[src/rtl/pc_sequencer_if.sv]
`default_nettype none
// ============================================================================
// Module   : pc_sequencer_if
// Purpose  : Handshake and control bundle between the sequencer and its
//            surroundings (instruction memory, ALU, pc_block).
// Revision : 1.0 - initial release
// ============================================================================
interface pc_sequencer_if;
  logic        start;
  logic        memReady;
  logic [3:0]  opcode;
  logic        cmpTrue;
  logic        stall;
  logic [3:0]  pcSrc;
  logic        pcWrite;
  logic        irWrite;
  logic        halted;
  logic [15:0] instrCount;

  // master is the sequencer itself; slave is the environment feeding it
  modport master (
    input  start, memReady, opcode, cmpTrue, stall,
    output pcSrc, pcWrite, irWrite, halted, instrCount
  );

  modport slave (
    output start, memReady, opcode, cmpTrue, stall,
    input  pcSrc, pcWrite, irWrite, halted, instrCount
  );
endinterface
`default_nettype wire

[src/rtl/pc_sequencer.sv]
`default_nettype none
// ============================================================================
// Module   : pc_sequencer
// Purpose  : Fetch/decode/execute control FSM producing PC mux select,
//            PC/IR load enables and a completed-instruction counter.
// Revision : 1.0 - initial release
// ============================================================================
module pc_sequencer (
  input  logic           clock,
  input  logic           reset,
  pc_sequencer_if.master bus
);

  localparam logic [2:0] c_IDLE   = 3'd0;
  localparam logic [2:0] c_FETCH  = 3'd1;
  localparam logic [2:0] c_DECODE = 3'd2;
  localparam logic [2:0] c_EXEC   = 3'd3;
  localparam logic [2:0] c_HALT   = 3'd4;

  localparam logic [3:0] c_OP_HALT = 4'hF;

  logic [2:0]  r_state;
  logic [2:0]  w_next_state;
  logic [3:0]  r_op_reg;
  logic [15:0] r_instr_count;
  logic [3:0]  w_pc_src;
  logic        w_pc_write;
  logic        w_ir_write;

  always_comb begin
    w_next_state = r_state;
    case (r_state)
      c_IDLE:   if (bus.start) w_next_state = c_FETCH;
      c_FETCH:  if (bus.memReady) w_next_state = c_DECODE;
      c_DECODE: w_next_state = (r_op_reg == c_OP_HALT) ? c_HALT : c_EXEC;
      c_EXEC:   if (!bus.stall) w_next_state = c_FETCH;
      c_HALT:   w_next_state = c_HALT;
      default:  w_next_state = c_IDLE;
    endcase
  end

  assign w_ir_write = (r_state == c_FETCH) && bus.memReady;
  assign w_pc_write = (r_state == c_EXEC) && !bus.stall;

  // Conditional jumps fall back to PC+2 (select 0) when the compare fails.
  always_comb begin
    w_pc_src = 4'd0;
    if (r_state == c_EXEC) begin
      case (r_op_reg)
        4'h1:    w_pc_src = bus.cmpTrue ? 4'd1 : 4'd0;
        4'h2:    w_pc_src = 4'd2;
        4'h3:    w_pc_src = 4'd3;
        4'h4:    w_pc_src = 4'd4;
        4'h5:    w_pc_src = 4'd5;
        4'h6:    w_pc_src = bus.cmpTrue ? 4'd6 : 4'd0;
        4'h7:    w_pc_src = bus.cmpTrue ? 4'd7 : 4'd0;
        default: w_pc_src = 4'd0;
      endcase
    end
  end

  always_ff @(posedge clock or posedge reset) begin
    if (reset) begin
      r_state       <= c_IDLE;
      r_op_reg      <= 4'd0;
      r_instr_count <= 16'd0;
    end else begin
      r_state <= w_next_state;
      if (w_ir_write) begin
        r_op_reg <= bus.opcode;
      end
      if (w_pc_write) begin
        r_instr_count <= r_instr_count + 16'd1;
      end
    end
  end

  assign bus.pcSrc      = w_pc_src;
  assign bus.pcWrite    = w_pc_write;
  assign bus.irWrite    = w_ir_write;
  assign bus.halted     = (r_state == c_HALT);
  assign bus.instrCount = r_instr_count;

endmodule
`default_nettype wire

[src/flat_wrapper.sv]
// flat-port wrapper written by rule: the top's interface ports become plain ports
module pc_sequencer_flat 
  (clock, reset, bus_start, bus_memReady, bus_opcode, bus_cmpTrue, bus_stall, bus_pcSrc, bus_pcWrite, bus_irWrite, bus_halted, bus_instrCount);
  pc_sequencer_if bus_i ();
  input  logic clock;
  input  logic reset;
  input wire logic [$bits(bus_i.start)-1:0] bus_start;
  input wire logic [$bits(bus_i.memReady)-1:0] bus_memReady;
  input wire logic [$bits(bus_i.opcode)-1:0] bus_opcode;
  input wire logic [$bits(bus_i.cmpTrue)-1:0] bus_cmpTrue;
  input wire logic [$bits(bus_i.stall)-1:0] bus_stall;
  output wire logic [$bits(bus_i.pcSrc)-1:0] bus_pcSrc;
  output wire logic [$bits(bus_i.pcWrite)-1:0] bus_pcWrite;
  output wire logic [$bits(bus_i.irWrite)-1:0] bus_irWrite;
  output wire logic [$bits(bus_i.halted)-1:0] bus_halted;
  output wire logic [$bits(bus_i.instrCount)-1:0] bus_instrCount;
  assign bus_i.start = bus_start;
  assign bus_i.memReady = bus_memReady;
  assign bus_i.opcode = bus_opcode;
  assign bus_i.cmpTrue = bus_cmpTrue;
  assign bus_i.stall = bus_stall;
  assign bus_pcSrc = bus_i.pcSrc;
  assign bus_pcWrite = bus_i.pcWrite;
  assign bus_irWrite = bus_i.irWrite;
  assign bus_halted = bus_i.halted;
  assign bus_instrCount = bus_i.instrCount;
  pc_sequencer u_core (.clock(clock), .reset(reset), .bus(bus_i));
endmodule
[config.mk]
export PLATFORM = sky130hd
export DESIGN_NAME = pc_sequencer_flat
export DESIGN_NICKNAME = d
export VERILOG_FILES = /design/src/rtl/pc_sequencer_if.sv /design/src/rtl/pc_sequencer.sv /design/src/flat_wrapper.sv
export SDC_FILE = /design/constraint.sdc
export NUM_CORES = 1
export LEC_CHECK = 0
export ABC_CLOCK_PERIOD_IN_PS = 1260
export CAP_MARGIN = 20
export CORE_AREA = 2 2 56 58
export CTS_CLUSTER_DIAMETER = 100
export CTS_CLUSTER_SIZE = 16
export DETAILED_ROUTE_END_ITERATION = 7
export DIE_AREA = 0 0 58 60
export GPL_TIMING_DRIVEN = 1
export PLACE_DENSITY = 0.75
export SETUP_SLACK_MARGIN = 0.05
export SLEW_MARGIN = 20
export SYNTH_ARGS = -nofsm -noshare
export SYNTH_HDL_FRONTEND = slang
export SYNTH_SLANG_ARGS = --single-unit
[constraint.sdc]
create_clock -name clock -period 1.26 [get_ports clock]
set_input_delay 0.378 -clock clock [delete_from_list [all_inputs] [get_ports clock]]
set_output_delay 0.378 -clock clock [all_outputs]
set_load 0.01 [all_outputs]
==> flow_summary.yaml, run 1 <==
critical_path:
  cp_cell_sequence: "buf_6 -> buf_6 -> and3b_2 -> buf_2"
  cpPeakStageDelay_ns: 0.42
  path_buf_inv: 3
  crit_arrival_ns: 1.34
  worst-path-stages: 4
  crit_type: "register to output port"
  cpMaxStageDelayCell: "dfrtp_1"
  required_ns: 0.88
  cp_common_cell: "buf_6"
  cp-end-kind: "output port"
  cp_top_family: "flip-flops"
  path_max_fanout: 5
  critPathLaunchType: "register"
  r2r_cells: 5
logic_synthesis:
  syn_nets: 111
  synth_top_area_cell: "dfrtp_1"
  synth_area_leaders: "dfrtp_1 (50%), xor2_1 (6.9%), xnor2_1 (5.3%), mux2_1 (4.9%), nand4_1 (3.3%)"
  yosysMostFrequentCell: "dfrtp_1"
  synth_area_per_cell_um2: 11.5
  yosysSeqAreaShare_pct: 50.2
  synth_enable_flop_cells: 0
  synth_flop_cell: "dfrtp_1"
  synth-async-reset-ratio_pct: 100
  yosys_warnings: 0
  syn-cell-area_um2: 1150
  yosys.area.top_type_share_pct: 50.2
  synthDistinctLibCells: 31
  synth_common_cells: "dfrtp_1 (23), xor2_1 (9), nor2_1 (8), xnor2_1 (7), nand4_1 (6)"
  synthCells: 100
  ys_ff_latch: 23
placement:
  dp.cells: 193
  placement.io_buffers: 31
  hpwl_um: 2220
  place_congestion: 0.796
detailed_routing:
  num_vias: 1106
  routed.top_layer: "met4"
  drcViolationCount: 0
  avgViaCountPerCell: 5.05
  routed_wl_um: 3610
  dr.first_iter.drc_count: 15
  wl_met2_um: 2080
  met1_length_um: 1310
  first_pass_iters: 4
  wl_met3_um: 150
  wl_per_cell_um: 16.5
  ant_nets: 0
clock_tree:
  cts_buffer_depth: 2
  cts_hold_buf: 0
  ctsHtreeMaxLevel: 1
  clk_pin_slew_ns: 0.14
  cts_tree: "built"
  cts_buffers: 3
  clk_latency_ns: 0.31
  clockRootBuffer: "clkbuf_4"
  clock-sinks: 23
layout:
  synthToLayoutAreaGrowth_pct: 79.1
  largest_register_ff_count: 16
  fill_cells: 203
  fin_cells: 219
  final_nets: 198
  fin_util_pct: 70.7
  final_layout_size_suffix_gt1_share_pct: 60.8
  antenna_cells: 0
global_route:
  grt_pass1_wl_um: 5450
  grt_pass1_vias: 1160
  grt_max_degree: 24
  antenna_found_initial: 0
  grt_usage_pct: 21.2
  grt_overflow: 0
sta:
  rsz0062_at_grt: "true"
  finalHoldViolCount: 0
  post-route-min-period_ns: 1.72
  slew_violations: 0
  fin_ws_ns: -0.455
  skew_ns: 0.00342
  fin_tns_setup_ns: -8.20
  period_share_pct: 136
  fmax_ghz: 0.583
  setup_viol: 33
die:
  die_w_um: 58
  io_pins: 33
  start_util_pct: 39.5
  die_area_um2: 3480
  coreArea_um2: 2900
  placementRows: 20
  die_h_um: 60
power_and_ir_drop:
  p_leak_nw: 1.06
  p_per_area_nw_per_um2: 1750
  ir_drop_v: 0.00129
  fin_total_pwr_mw: 3.60
min_path:
  min_path_type: "input pin to async pin"
outcome:
  violations: "setup timing"
  status: "finished with violations"
flow_run:
  drv_cap: 0
-- power breakdown --
part           switching, mW  internal, mW  leakage (nW)
combinational          0.842          1.28         0.758
clock                  0.240         0.124        0.0150
sequential             0.184         0.927         0.292
total                   1.27          2.33          1.06
-- cells in the final DEF, fill, tap and decap left out, types with 2 or more instances in the layout --
master	instances
nand4_1	6
nand3_1	3
xor2_1	9
and3_1	4
buf_2	16
dlygate4sd2_1	2
dfrtp_1	18
nand2b_4	2
nand2b_1	2
buf_12	2
nor2_1	3
buf_6	20
dfrtp_2	5
mux2_4	5
nor2_2	2
xnor2_1	6
nand2_1	5
buf_4	39
clkbuf_4	3
clkdlybuf4s50_1	7
nor4_4	2
nor2_4	3
-- timing repair --
item	in CTS	in global routing
endpoints found under the setup margin	43	45
gates resized for setup	120	17
setup buffers	17	6
pin swaps	25	9
cloned	0	0
-- area by class of cell --
type	count	area, µm²	area share [%]
clock buffer	4	26.3	1.28
timing repair buffer	86	726	35.3
tap	33	41.3	2.01
inverter	1	3.75	0.183
sequential	23	582	28.3
multi-input combinational	72	674	32.8
-- layer usage --
metal,vias up,global-route usage [%]
met5,-,0
met4,0,7.97
met3,8,3.90
met2,33,41.7
met1,546,22.2
li1,519,-
-- cell families after synthesis --
logic type / Yosys count / synth area share (%)
other cells: 1 / 0.327
xor+xnor: 16 / 12.2
mux: 5 / 4.91
flops: 23 / 50.2
fa+ha+maj: 1 / 1.09
simple gates: 43 / 25.4
compound gates: 6 / 3.06
buf+inv: 5 / 2.73
-- final timing paths --
check | start | slack, ns | endpoint
max | u_core.r_state[2] | -0.46 | bus_irWrite
min | reset | 0.38 | u_core.bus.instrCount[5]
max reg2reg | u_core.r_state[2] | -0.38 | u_core.bus.instrCount[7]
min reg2reg | u_core.bus.instrCount[14] | 0.56 | u_core.bus.instrCount[14]
max in group asynchronous | reset | 0.72 | u_core.bus.instrCount[3]
min in group clock | u_core.bus.instrCount[14] | 0.56 | u_core.bus.instrCount[14]
-- worst reg2reg max path, stage by stage, from the launching register on --
cell and delay, ns:
dfrtp_1 0.42, nand3b_4 0.19, buf_6 0.14, nor4_4 0.42, and3_1 0.24, xor2_1 0.16
-- per-stage QoR --
stage / hold WS (ns) / cell area [µm²] / setup slack (ns)
global placement: 0.517 / 1770 / -0.790
floorplan: 0.380 / 1190 / -0.0984
global route: 0.396 / 2050 / -0.503
finish: 0.380 / 2050 / -0.455
CTS: 0.371 / 1950 / -0.452
detailed placement: 0.532 / 1770 / -0.813
No activity file was read; power rests on OpenSTA's default activity.
==> run 2, diff against run 1 <==
--- a/config.mk
+++ b/config.mk
@@ -5,13 +5,12 @@
 export SDC_FILE = /design/constraint.sdc
 export NUM_CORES = 1
 export LEC_CHECK = 0
-export ABC_CLOCK_PERIOD_IN_PS = 1260
 export CAP_MARGIN = 20
-export CORE_AREA = 2 2 56 58
+export CORE_AREA = 5 5 59 61
 export CTS_CLUSTER_DIAMETER = 100
 export CTS_CLUSTER_SIZE = 16
 export DETAILED_ROUTE_END_ITERATION = 7
-export DIE_AREA = 0 0 58 60
+export DIE_AREA = 0 0 64 66
 export GPL_TIMING_DRIVEN = 1
 export PLACE_DENSITY = 0.75
 export SETUP_SLACK_MARGIN = 0.05
@@ -19,3 +18,4 @@
 export SYNTH_ARGS = -nofsm -noshare
 export SYNTH_HDL_FRONTEND = slang
 export SYNTH_SLANG_ARGS = --single-unit
+export TNS_END_PERCENT = 20
==> flow_summary.yaml, run 2 (synthesized netlist as in run 1, its figures left out) <==
detailed_routing:
  drcViolationCount: 0
  first_pass_iters: 4
  dr.first_iter.drc_count: 25
  wl_per_cell_um: 13.3
  ant_nets: 0
  num_vias: 999
  routed_wl_um: 2730
  avgViaCountPerCell: 4.87
critical_path:
  cp_cell_sequence: "buf_4 -> nand3b_4 -> nor2_4 -> and3_1 -> buf_2"
  startpoint: "u_core.r_state[1]"
  required_ns: 0.88
  path_max_fanout: 3
  critPathLaunchType: "register"
  crit_end: "bus_pcSrc[2]"
  cpPeakStageDelay_ns: 0.41
  cpMaxStageDelayCell: "dfrtp_1"
  crit_type: "register to output port"
  cp-end-kind: "output port"
  crit_arrival_ns: 1.28
  r2r_cells: 5
  reg2reg_slack_ns: -0.29
  regToRegStartpoint: "u_core.r_state[2]"
  regToRegEndpoint: "u_core.bus.instrCount[7]"
clock_tree:
  cts_buffers: 3
  clockRootBuffer: "clkbuf_4"
  ctsHtreeMaxLevel: 1
  clk_latency_ns: 0.30
  clock-sinks: 23
  cts_tree: "built"
  cts_buffer_depth: 2
  clk_pin_slew_ns: 0.12
  cts_hold_buf: 0
power_and_ir_drop:
  netSwitchingFraction_pct: 34.7
  fin_total_pwr_mw: 2.98
  p_switching_mw: 1.03
  p_per_area_nw_per_um2: 1640
  ir_drop_v: 0.00103
  combPwrFrac_pct: 52.9
  p_clk_share_pct: 11.4
  p_leak_nw: 0.955
  internal_power_mw: 1.94
  pwr-share-seq_pct: 35.7
die:
  placementRows: 20
  start_util_pct: 39.1
  coreArea_um2: 2930
  die_h_um: 66
  io_pins: 33
  die_area_um2: 4220
  die_w_um: 64
layout:
  largest_register_ff_count: 16
  fin_cells: 205
  final_nets: 184
  final_layout_size_suffix_gt1_share_pct: 50.0
  most-common-layout-cells: "buf_4 (36), dfrtp_1 (22), buf_2 (19)"
  synthToLayoutAreaGrowth_pct: 58.5
  antenna_cells: 0
  mostFrequentLayoutCell: "buf_4"
sta:
  period_share_pct: 131
  finalHoldViolCount: 0
  post-route-min-period_ns: 1.66
  rsz0062_at_grt: "true"
  skew_ns: 0.00330
  fin_ws_ns: -0.396
  timing.hold.ws_ns: 0.382
  slew_violations: 0
  fmax_ghz: 0.604
  setup_viol: 27
placement:
  dp.cells: 192
  place_congestion: 0.795
  placement.io_buffers: 31
  post-place-ws_ns: -0.812
  hpwl_um: 2030
global_route:
  grt_pass1_wl_um: 4650
  grt_usage_pct: 13.7
  grt_pass1_vias: 1093
  grt_max_degree: 24
  antenna_found_initial: 0
  grt_overflow: 0
outcome:
  status: "finished with violations"
  violations: "setup timing"
min_path:
  min_path_type: "input pin to async pin"
flow_run:
  drv_cap: 0
[run 2: changes by cell type in the layout (fill, tap and decap cells not counted), moves of 2 or more]
cell     delta
buf_4       -3
nor2_1      +2
buf_6      -13
mux2_4      -3
dfrtp_2     -4
dfrtp_1     +4
mux2_1      +3
buf_2       +3
[run 2: worst min path at each step]
stage	slack, ns	end	cells past startpoint
after global routing	0.37	u_core.bus.instrCount[11]	3
after detailed placement	0.50	u_core.bus.instrCount[0]	1
after global placement	0.50	u_core.bus.instrCount[0]	1
final	0.38	u_core.bus.instrCount[12]	3
after floorplan	0.38	u_core.bus.instrCount[10]	1
after CTS	0.38	u_core.bus.instrCount[11]	3
[run 2: final cells by class]
cell class,count,area [µm²]
fill,260,1110
multi-input combinational,72,617
sequential,23,577
timing repair buffer,72,552
tap,33,41.3
clock buffer,4,26.3
inverter,1,3.75
[run 2: worst max-delay path, delay by kind of cell, from the launching register on]
kind	cells	cell delay (ns)
buf+inv	2	0.27
flops	1	0.41
simple gates	3	0.28
[run 2: power groups by stage]
stage	Sequential, mW	Combinational, mW	Clock [mW]
after CTS	1.05	1.44	0.360
after global placement	1.10	1.25	0
after detailed placement	1.11	1.28	0
after floorplan	1.12	0.639	0
final	1.06	1.58	0.339
after global routing	1.09	1.71	0.388
[run 2: metrics by stage]
stage	TNS (ns)	area (µm²)	util, %
6_report	-6.08	1820	62.1
5_1_grt	-8.64	1820	62.1
4_1_cts	-6.13	1750	59.7
3_5_place_dp	-15.61	1750	59.7
3_3_place_gp	-14.40	1750	59.7
2_1_floorplan	-0.983	1180	-
[run 2: repair_timing]
item / in CTS / in global routing
setup endpoints to repair: 42 / 43
buffers inserted: 7 / 2
pin swaps: 8 / 6
resized for setup: 99 / 10
[run 2: per-layer routing]
| layer | track usage [%] | part of all wire (%) |
|---|---|---|
| met3 | 3.40 | 6.0 |
| met4 | 3.90 | 0 |
| met2 | 25.9 | 53 |
| met1 | 14.8 | 41 |
| met5 | 0 | 0 |
